### config.mk
export PLATFORM = sky130hd
export DESIGN_NAME = img_stream_source_flat
export DESIGN_NICKNAME = d
export VERILOG_FILES = /design/src/rtl/img_stream_source_if.sv /design/src/rtl/img_stream_source.sv /design/src/flat_wrapper.sv
export SDC_FILE = /design/constraint.sdc
export NUM_CORES = 1
export LEC_CHECK = 0
export CAP_MARGIN = 40
export CELL_PAD_IN_SITES_DETAIL_PLACEMENT = 0
export CELL_PAD_IN_SITES_GLOBAL_PLACEMENT = 2
export CORE_AREA = 4 4 258 260
export DETAILED_ROUTE_END_ITERATION = 6
export DIE_AREA = 0 0 262 264
export PLACE_DENSITY = 0.61
export RECOVER_POWER = 50
export SLEW_MARGIN = 20
export SYNTH_ARGS = -nofsm -noshare
export SYNTH_HDL_FRONTEND = slang
export SYNTH_SLANG_ARGS = --single-unit
### constraint.sdc
create_clock -name CLK -period 12.3 [get_ports CLK]
set_input_delay 2.46 -clock CLK [delete_from_list [all_inputs] [get_ports CLK]]
set_output_delay 2.46 -clock CLK [all_outputs]
set_load 0.03 [all_outputs]
### src/rtl/img_stream_source_if.sv
`default_nettype none
// ============================================================================
// Module      : img_stream_source_if
// Description : Frame-load write port, stream control and pixel output bundle
//               for img_stream_source.
// Revision    : 1.0 - initial release
// ============================================================================
interface img_stream_source_if #(
    parameter int DATAWIDTH  = 32,
    parameter int ADDR_WIDTH = 16
);
    logic                  WR_EN;
    logic [ADDR_WIDTH-1:0] WR_ADDR;
    logic [DATAWIDTH-1:0]  WR_DATA;
    logic                  Start;
    logic                  Stall;
    logic [DATAWIDTH-1:0]  Out;
    logic                  Valid_OUT;
    logic                  Busy;
    logic                  Done;

    modport master (
        output WR_EN, WR_ADDR, WR_DATA, Start, Stall,
        input  Out, Valid_OUT, Busy, Done
    );

    modport slave (
        input  WR_EN, WR_ADDR, WR_DATA, Start, Stall,
        output Out, Valid_OUT, Busy, Done
    );
endinterface
`default_nettype wire

### src/rtl/img_stream_source.sv
`default_nettype none
// ============================================================================
// Module      : img_stream_source
// Description : Raster-order frame transmitter with trailing zero flush.
//               Optional macro IMG_SRC_REPEAT_EN: back-to-back frames when
//               Start is held at the end of the flush.
// Revision    : 1.0 - initial release
// ============================================================================
module img_stream_source #(
    parameter int IMG_WIDTH  = 4,
    parameter int IMG_HEIGHT = 4,
    parameter int DATAWIDTH  = 32,
    parameter int FLUSH_LEN  = IMG_WIDTH + 1,
    parameter int ADDR_WIDTH = 16
) (
    input  wire logic          CLK,
    input  wire logic          CLR,
    img_stream_source_if.slave bus
);
    localparam int N     = IMG_WIDTH * IMG_HEIGHT;
    localparam int IDX_W = (N > 1) ? $clog2(N) : 1;
    localparam int CNT_W = (FLUSH_LEN > 0) ? $clog2(FLUSH_LEN + 1) : 1;

    localparam logic [IDX_W-1:0]    FIRST_IDX = '0;
    localparam logic [IDX_W-1:0]    LAST_IDX  = IDX_W'(N - 1);
    localparam logic [CNT_W-1:0]    FLUSH_END = CNT_W'(FLUSH_LEN);
    localparam logic [ADDR_WIDTH:0] N_EXT     = (ADDR_WIDTH + 1)'(N);

    localparam logic [1:0] S_IDLE   = 2'd0;
    localparam logic [1:0] S_STREAM = 2'd1;
    localparam logic [1:0] S_FLUSH  = 2'd2;
    localparam logic [1:0] S_DONE   = 2'd3;

    logic [DATAWIDTH-1:0] mem [N];

    logic [1:0]           state_q, state_d;
    logic [IDX_W-1:0]     ptr_q, ptr_d;
    logic [CNT_W-1:0]     cnt_q, cnt_d;
    logic [DATAWIDTH-1:0] out_q, out_d;
    logic                 valid_q, valid_d;
    logic                 done_q, done_d;
    logic                 relaunch;
    logic                 flush_end;

`ifdef IMG_SRC_REPEAT_EN
    assign relaunch = bus.Start;
`else
    assign relaunch = 1'b0;
`endif

    // FLUSH with the counter at its limit is the cycle showing the final beat
    assign flush_end = (state_q == S_FLUSH) && (cnt_q == FLUSH_END);

    always_ff @(posedge CLK) begin
        if (!CLR && bus.WR_EN && (state_q == S_IDLE) && ({1'b0, bus.WR_ADDR} < N_EXT)) begin
            mem[bus.WR_ADDR[IDX_W-1:0]] <= bus.WR_DATA;
        end
    end

    always_ff @(posedge CLK) begin
        if (CLR) begin
            state_q <= S_IDLE;
            ptr_q   <= '0;
            cnt_q   <= '0;
            out_q   <= '0;
            valid_q <= 1'b0;
            done_q  <= 1'b0;
        end else begin
            state_q <= state_d;
            ptr_q   <= ptr_d;
            cnt_q   <= cnt_d;
            out_q   <= out_d;
            valid_q <= valid_d;
            done_q  <= done_d;
        end
    end

    // Launching a frame issues pixel 0 on the same edge, so the pointer resumes at 1
    always_comb begin
        state_d = state_q;
        ptr_d   = ptr_q;
        cnt_d   = cnt_q;
        case (state_q)
            S_IDLE: begin
                if (bus.Start) begin
                    state_d = (N == 1) ? S_FLUSH : S_STREAM;
                    ptr_d   = IDX_W'(1);
                    cnt_d   = '0;
                end
            end
            S_STREAM: begin
                if (!bus.Stall) begin
                    if (ptr_q == LAST_IDX) begin
                        state_d = S_FLUSH;
                        ptr_d   = '0;
                        cnt_d   = '0;
                    end else begin
                        ptr_d = ptr_q + IDX_W'(1);
                    end
                end
            end
            S_FLUSH: begin
                if (flush_end) begin
                    if (relaunch) begin
                        state_d = (N == 1) ? S_FLUSH : S_STREAM;
                        ptr_d   = IDX_W'(1);
                        cnt_d   = '0;
                    end else begin
                        state_d = S_DONE;
                    end
                end else if (!bus.Stall) begin
                    cnt_d = cnt_q + CNT_W'(1);
                end
            end
            S_DONE: begin
                state_d = S_IDLE;
                ptr_d   = '0;
                cnt_d   = '0;
            end
            default: begin
                state_d = S_IDLE;
                ptr_d   = '0;
                cnt_d   = '0;
            end
        endcase
    end

    always_comb begin
        out_d   = out_q;
        valid_d = 1'b0;
        done_d  = 1'b0;
        case (state_q)
            S_IDLE: begin
                if (bus.Start) begin
                    out_d   = mem[FIRST_IDX];
                    valid_d = 1'b1;
                end
            end
            S_STREAM: begin
                if (!bus.Stall) begin
                    out_d   = mem[ptr_q];
                    valid_d = 1'b1;
                end
            end
            S_FLUSH: begin
                if (flush_end) begin
                    done_d = 1'b1;
                    if (relaunch) begin
                        out_d   = mem[FIRST_IDX];
                        valid_d = 1'b1;
                    end
                end else if (!bus.Stall) begin
                    out_d   = '0;
                    valid_d = 1'b1;
                end
            end
            default: begin
                out_d = out_q;
            end
        endcase
    end

    assign bus.Out       = out_q;
    assign bus.Valid_OUT = valid_q;
    assign bus.Done      = done_q;
    assign bus.Busy      = (state_q != S_IDLE);
endmodule
`default_nettype wire
### src/flat_wrapper.sv
// flat-port wrapper written by rule: the top's interface ports become plain ports
module img_stream_source_flat 
#(
    parameter int IMG_WIDTH  = 4,
    parameter int IMG_HEIGHT = 4,
    parameter int DATAWIDTH  = 32,
    parameter int FLUSH_LEN  = IMG_WIDTH + 1,
    parameter int ADDR_WIDTH = 16
)
  (CLK, CLR, bus_WR_EN, bus_WR_ADDR, bus_WR_DATA, bus_Start, bus_Stall, bus_Out, bus_Valid_OUT, bus_Busy, bus_Done);
  img_stream_source_if #(.DATAWIDTH(DATAWIDTH), .ADDR_WIDTH(ADDR_WIDTH)) bus_i ();
  input  wire logic CLK;
  input  wire logic CLR;
  input wire logic [$bits(bus_i.WR_EN)-1:0] bus_WR_EN;
  input wire logic [$bits(bus_i.WR_ADDR)-1:0] bus_WR_ADDR;
  input wire logic [$bits(bus_i.WR_DATA)-1:0] bus_WR_DATA;
  input wire logic [$bits(bus_i.Start)-1:0] bus_Start;
  input wire logic [$bits(bus_i.Stall)-1:0] bus_Stall;
  output wire logic [$bits(bus_i.Out)-1:0] bus_Out;
  output wire logic [$bits(bus_i.Valid_OUT)-1:0] bus_Valid_OUT;
  output wire logic [$bits(bus_i.Busy)-1:0] bus_Busy;
  output wire logic [$bits(bus_i.Done)-1:0] bus_Done;
  assign bus_i.WR_EN = bus_WR_EN;
  assign bus_i.WR_ADDR = bus_WR_ADDR;
  assign bus_i.WR_DATA = bus_WR_DATA;
  assign bus_i.Start = bus_Start;
  assign bus_i.Stall = bus_Stall;
  assign bus_Out = bus_i.Out;
  assign bus_Valid_OUT = bus_i.Valid_OUT;
  assign bus_Busy = bus_i.Busy;
  assign bus_Done = bus_i.Done;
  img_stream_source #(.IMG_WIDTH(IMG_WIDTH), .IMG_HEIGHT(IMG_HEIGHT), .DATAWIDTH(DATAWIDTH), .FLUSH_LEN(FLUSH_LEN), .ADDR_WIDTH(ADDR_WIDTH)) u_core (.CLK(CLK), .CLR(CLR), .bus(bus_i));
endmodule
==> metrics.md <==
| Metric | Value |
|---|---|
| WS Path Type | in -> reg |
| Die X-Extent | 262 um |
| Share of the synthesized area in the top cell type | 0.687 |
| Hold bufs inserted after CTS | 0 |
| Int Pwr | 0.00364 W |
| TritonCTS clock tree | done |
| Clock Sinks | 559 |
| CTS resizes | 0 |
| Storage cell area | 0.0163 mm2 |
| Fin. Hold Viols | 0 |
| Reg-to-reg slack, setup | around 8.2 ns |
| Share of cells above drive strength 1 | 0.163 |
| Syn. warnings | 0 |
| Nets | 1,449 |
| Routed WL per cell | 24.8 um |
| Sw frac | 0.291 |
| Critical path origin | bus_Start |
| Reg2reg path depth | 8 |
| Max_cap viols | 3 |
| Post-synth EDFFs | 512 |
| CTS Buf Count | 60 |
| Multi-input logic area | 0.00548 mm2 |
| Fillers | roughly 5,800 |
| Reg power frac | 0.430 |
| Die height | 264 um |
| CP Data Arrival Time | 6.16 ns |
| CTS root buf | clkbuf_16 |
| Port Buffers | 87 |
| Setup bufs post-CTS | 0 |
| Core area | 0.0641 mm2 |
| Fin Setup TNS | 0 ns |
| Routed via count | ~12,000 |
| Most frequent cells after synthesis | edfxtp_1 (512), mux2i_1 (257), a22oi_1 (95) |
| Startpoint Class | input port |
| Vias in the first global route | 12,100 |
| CP max-delay cell | o21ba_1 |
| Worst min-delay path startpoint | u_core.cnt_q[2]$_SDFFE_PP0P_ |
| Combinational share of power | 0.222 |
| Largest net degree at the start of global routing | 102 |
| # DRC | 0 |
| WHS Path Cells | 2 |
| Max Root-Sink Buffers | 3 |
| Grt total ovfl | 0 |
| # diodes | 0 |
| Synth Instances | 1,285 |
| Die Area | roughly 0.07 mm2 |
| Final Util | 0.408 |
| 1st-iter DRT viols | 847 |
| Starting Density | 0.349 |
| Fin crit share | 0.460 |
| Global-route wire length before repair | 83.4 mm |
| RSZ-0062 raised after global routing | no |
| Async set-reset flop share out of synthesis | 0 |
| Violated checks | capacitance limit, slew limit |
| Clk pwr share | 0.349 |
| Reg2Reg Capture Point | u_core.bus.Out[19]$_SDFFE_PP0P_ |
| Initial antenna violation count | 0 |
| Slew margin rel. | -0.310 |
| First-pass DRT Iterations | 4 |
| Slew Viols, Final | 79 |
| Worst-Skew Late Latency | 0.62 ns |
| Worst Hold Class | reg -> reg |
| Origin of the critical flop-to-flop path | u_core.state_q[0]$_SDFFE_PP0P_ |
| CP Data Required Time | 12.80 ns |
| Seq/Total Area, Yosys | 0.729 |
| P&R area growth vs syn | 16.8% |
| Placement row count | 93 |
| FMAX | 0.177 GHz |
| Clock slew seen by the registers of the worst setup and hold paths | 0.06 ns |
| Synth top area cells | edfxtp_1 (69%), mux2i_1 (11%), dfxtp_1 (4.2%), a22oi_1 (3.2%), a311oi_2 (2.0%) |
| Setup crit end kind | flip-flop |
| Detail Route Antenna Nets | 0 |
| Final min period | 5.66 ns |
| Post-Route Skew | 0.0204 ns |
| Area leader, netlist | edfxtp_1 |
| Worst-case hold path end point | u_core.cnt_q[2]$_SDFFE_PP0P_ |
| PD cells | 197 mW/mm2 |
| Mean area per synthesized cell | 17.4 um2 |
| H-tree depth | 2 |
| Peak supply drop | 0.0953 mV |
| # IOs | just under 90 |
| Synth Cell Area | between 0.02 and 0.025 mm2 |
| Cell Chain, Critical Path | dlygate4sd3_1 > nor2b_1 > a211oi_1 > o21ba_1 > buf_4 > nor2_1 > a311oi_2 |
| Final setup fails | 0 |
| Net Switching | 0.00150 W |
| Overall global routing resource usage | 0.163 |
| Yosys cell types | 51 |
| Crit-path max cell delay | 1.32 ns |
| Worst Tran Pin Value | approximately 2.0 ns |
| Crit path max fanout | 34 |
| Vias/cell | slightly above 5 |
| Placer's final routability congestion estimate | between 0.7 and 0.8 |
| Status | finished, violations left |
| Total wire length | 56.9 mm |
| Flops & latches, synth | 559 |
| Most frequent cell after synthesis | edfxtp_1 |
| Syn Nets | 1,345 |
| Static Leak | 8.17 nW |
| Main synth FF type | edfxtp_1 |
| Dpl hpwl | approximately 32 mm |
placed cells by master, fill, tap and decap left out, types with 17 or more instances in the layout:
master             n
a21oi_1           33
a21oi_2           31
a22oi_1           95
a311oi_2          30
buf_4             26
clkbuf_16         61
clkdlybuf4s50_1   44
dfxtp_1           45
dlygate4sd3_1     42
edfxtp_1         512
mux2i_1          257
nand2_1           17
nand3_1           37
nor2_1            39
routing by layer:
| layer | track usage | share of wire | vias to the layer above |
|---|---|---|---|
| met1 | 0.228 | 0.47 | 6146 |
| met2 | 0.269 | 0.48 | 187 |
| met3 | 0.0267 | 0.034 | 72 |
| met4 | 0.0349 | 0.016 | 0 |
| li1 | - | - | 5358 |
| met5 | 0 | 0 | - |
critical path, delay by kind of cell:
family | cells | cell delay, ns
buffers and inverters | 2 | 1.21
AND/OR/NAND/NOR | 2 | 0.20
AO/OA/AOI/OAI | 3 | 2.25
state kept, by name, indices dropped and copies added, names as in the netlist, named ones only:
| name | count |
|---|---|
| u_core.bus.Done | 1 |
| u_core.bus.Out | 32 |
| u_core.bus.Valid_OUT | 1 |
| u_core.cnt_q | 3 |
| u_core.mem | 512 |
| u_core.ptr_q | 4 |
| u_core.state_q | 2 |
worst max path at each step:
stage / slack (ns) / to
floorplan: 6.24 / u_core.mem[0][0]$_DFFE_PP_
global placement: 6.39 / u_core.mem[12][24]$_DFFE_PP_
detailed placement: 6.93 / u_core.mem[14][1]$_DFFE_PP_
CTS: 7.60 / u_core.mem[14][12]$_DFFE_PP_
global route: 6.23 / u_core.bus.Out[19]$_SDFFE_PP0P_
finish: 6.64 / u_core.bus.Out[19]$_SDFFE_PP0P_
cell type report:
type / count / share of cell area
repair buffers: 123 / 0.0485
clock buffers: 79 / 0.0629
clock inverters: 33 / 0.0121
multi-input cells: 638 / 0.210
inverters: 7 / 0.00129
well taps: 855 / 0.0409
flip-flops and latches: 559 / 0.625
power groups by stage:
stage	Clock, W	Combinational (W)	Sequential, W
6_report	0.00179	0.00114	0.00221
5_1_grt	0.00191	0.00122	0.00222
4_1_cts	0.00184	0.00117	0.00221
3_5_place_dp	0	0.00117	0.00225
3_3_place_gp	0	0.00113	0.00225
2_1_floorplan	0	0.000710	0.00232
cells by family after synthesis:
family                   after synthesis  synth area share
flip-flops                           559             0.729
multiplexers                         257             0.115
AO/OA/AOI/OAI                        235            0.0903
AND/OR/NAND/NOR                      139            0.0298
buffers and inverters                 88            0.0318
adder cells (fa/ha/maj)                7           0.00391
per-stage QoR:
| step | instance area, um2 | setup slack (ns) | total power (W) | hold WS, ns | cells |
|---|---|---|---|---|---|
| 2_1_floorplan | 22400 | 6.24 | 0.00303 | 0.461 | 1285 |
| 3_3_place_gp | 24000 | 6.39 | 0.00339 | 0.477 | 2173 |
| 3_5_place_dp | 24200 | 6.93 | 0.00342 | 0.487 | 2182 |
| 4_1_cts | 26200 | 7.60 | 0.00523 | 0.497 | 2294 |
| 5_1_grt | 26100 | 6.23 | 0.00536 | 0.520 | 2294 |
| 6_report | 26100 | 6.64 | 0.00514 | 0.496 | 2294 |
No activity file was read; power rests on OpenSTA's default activity.
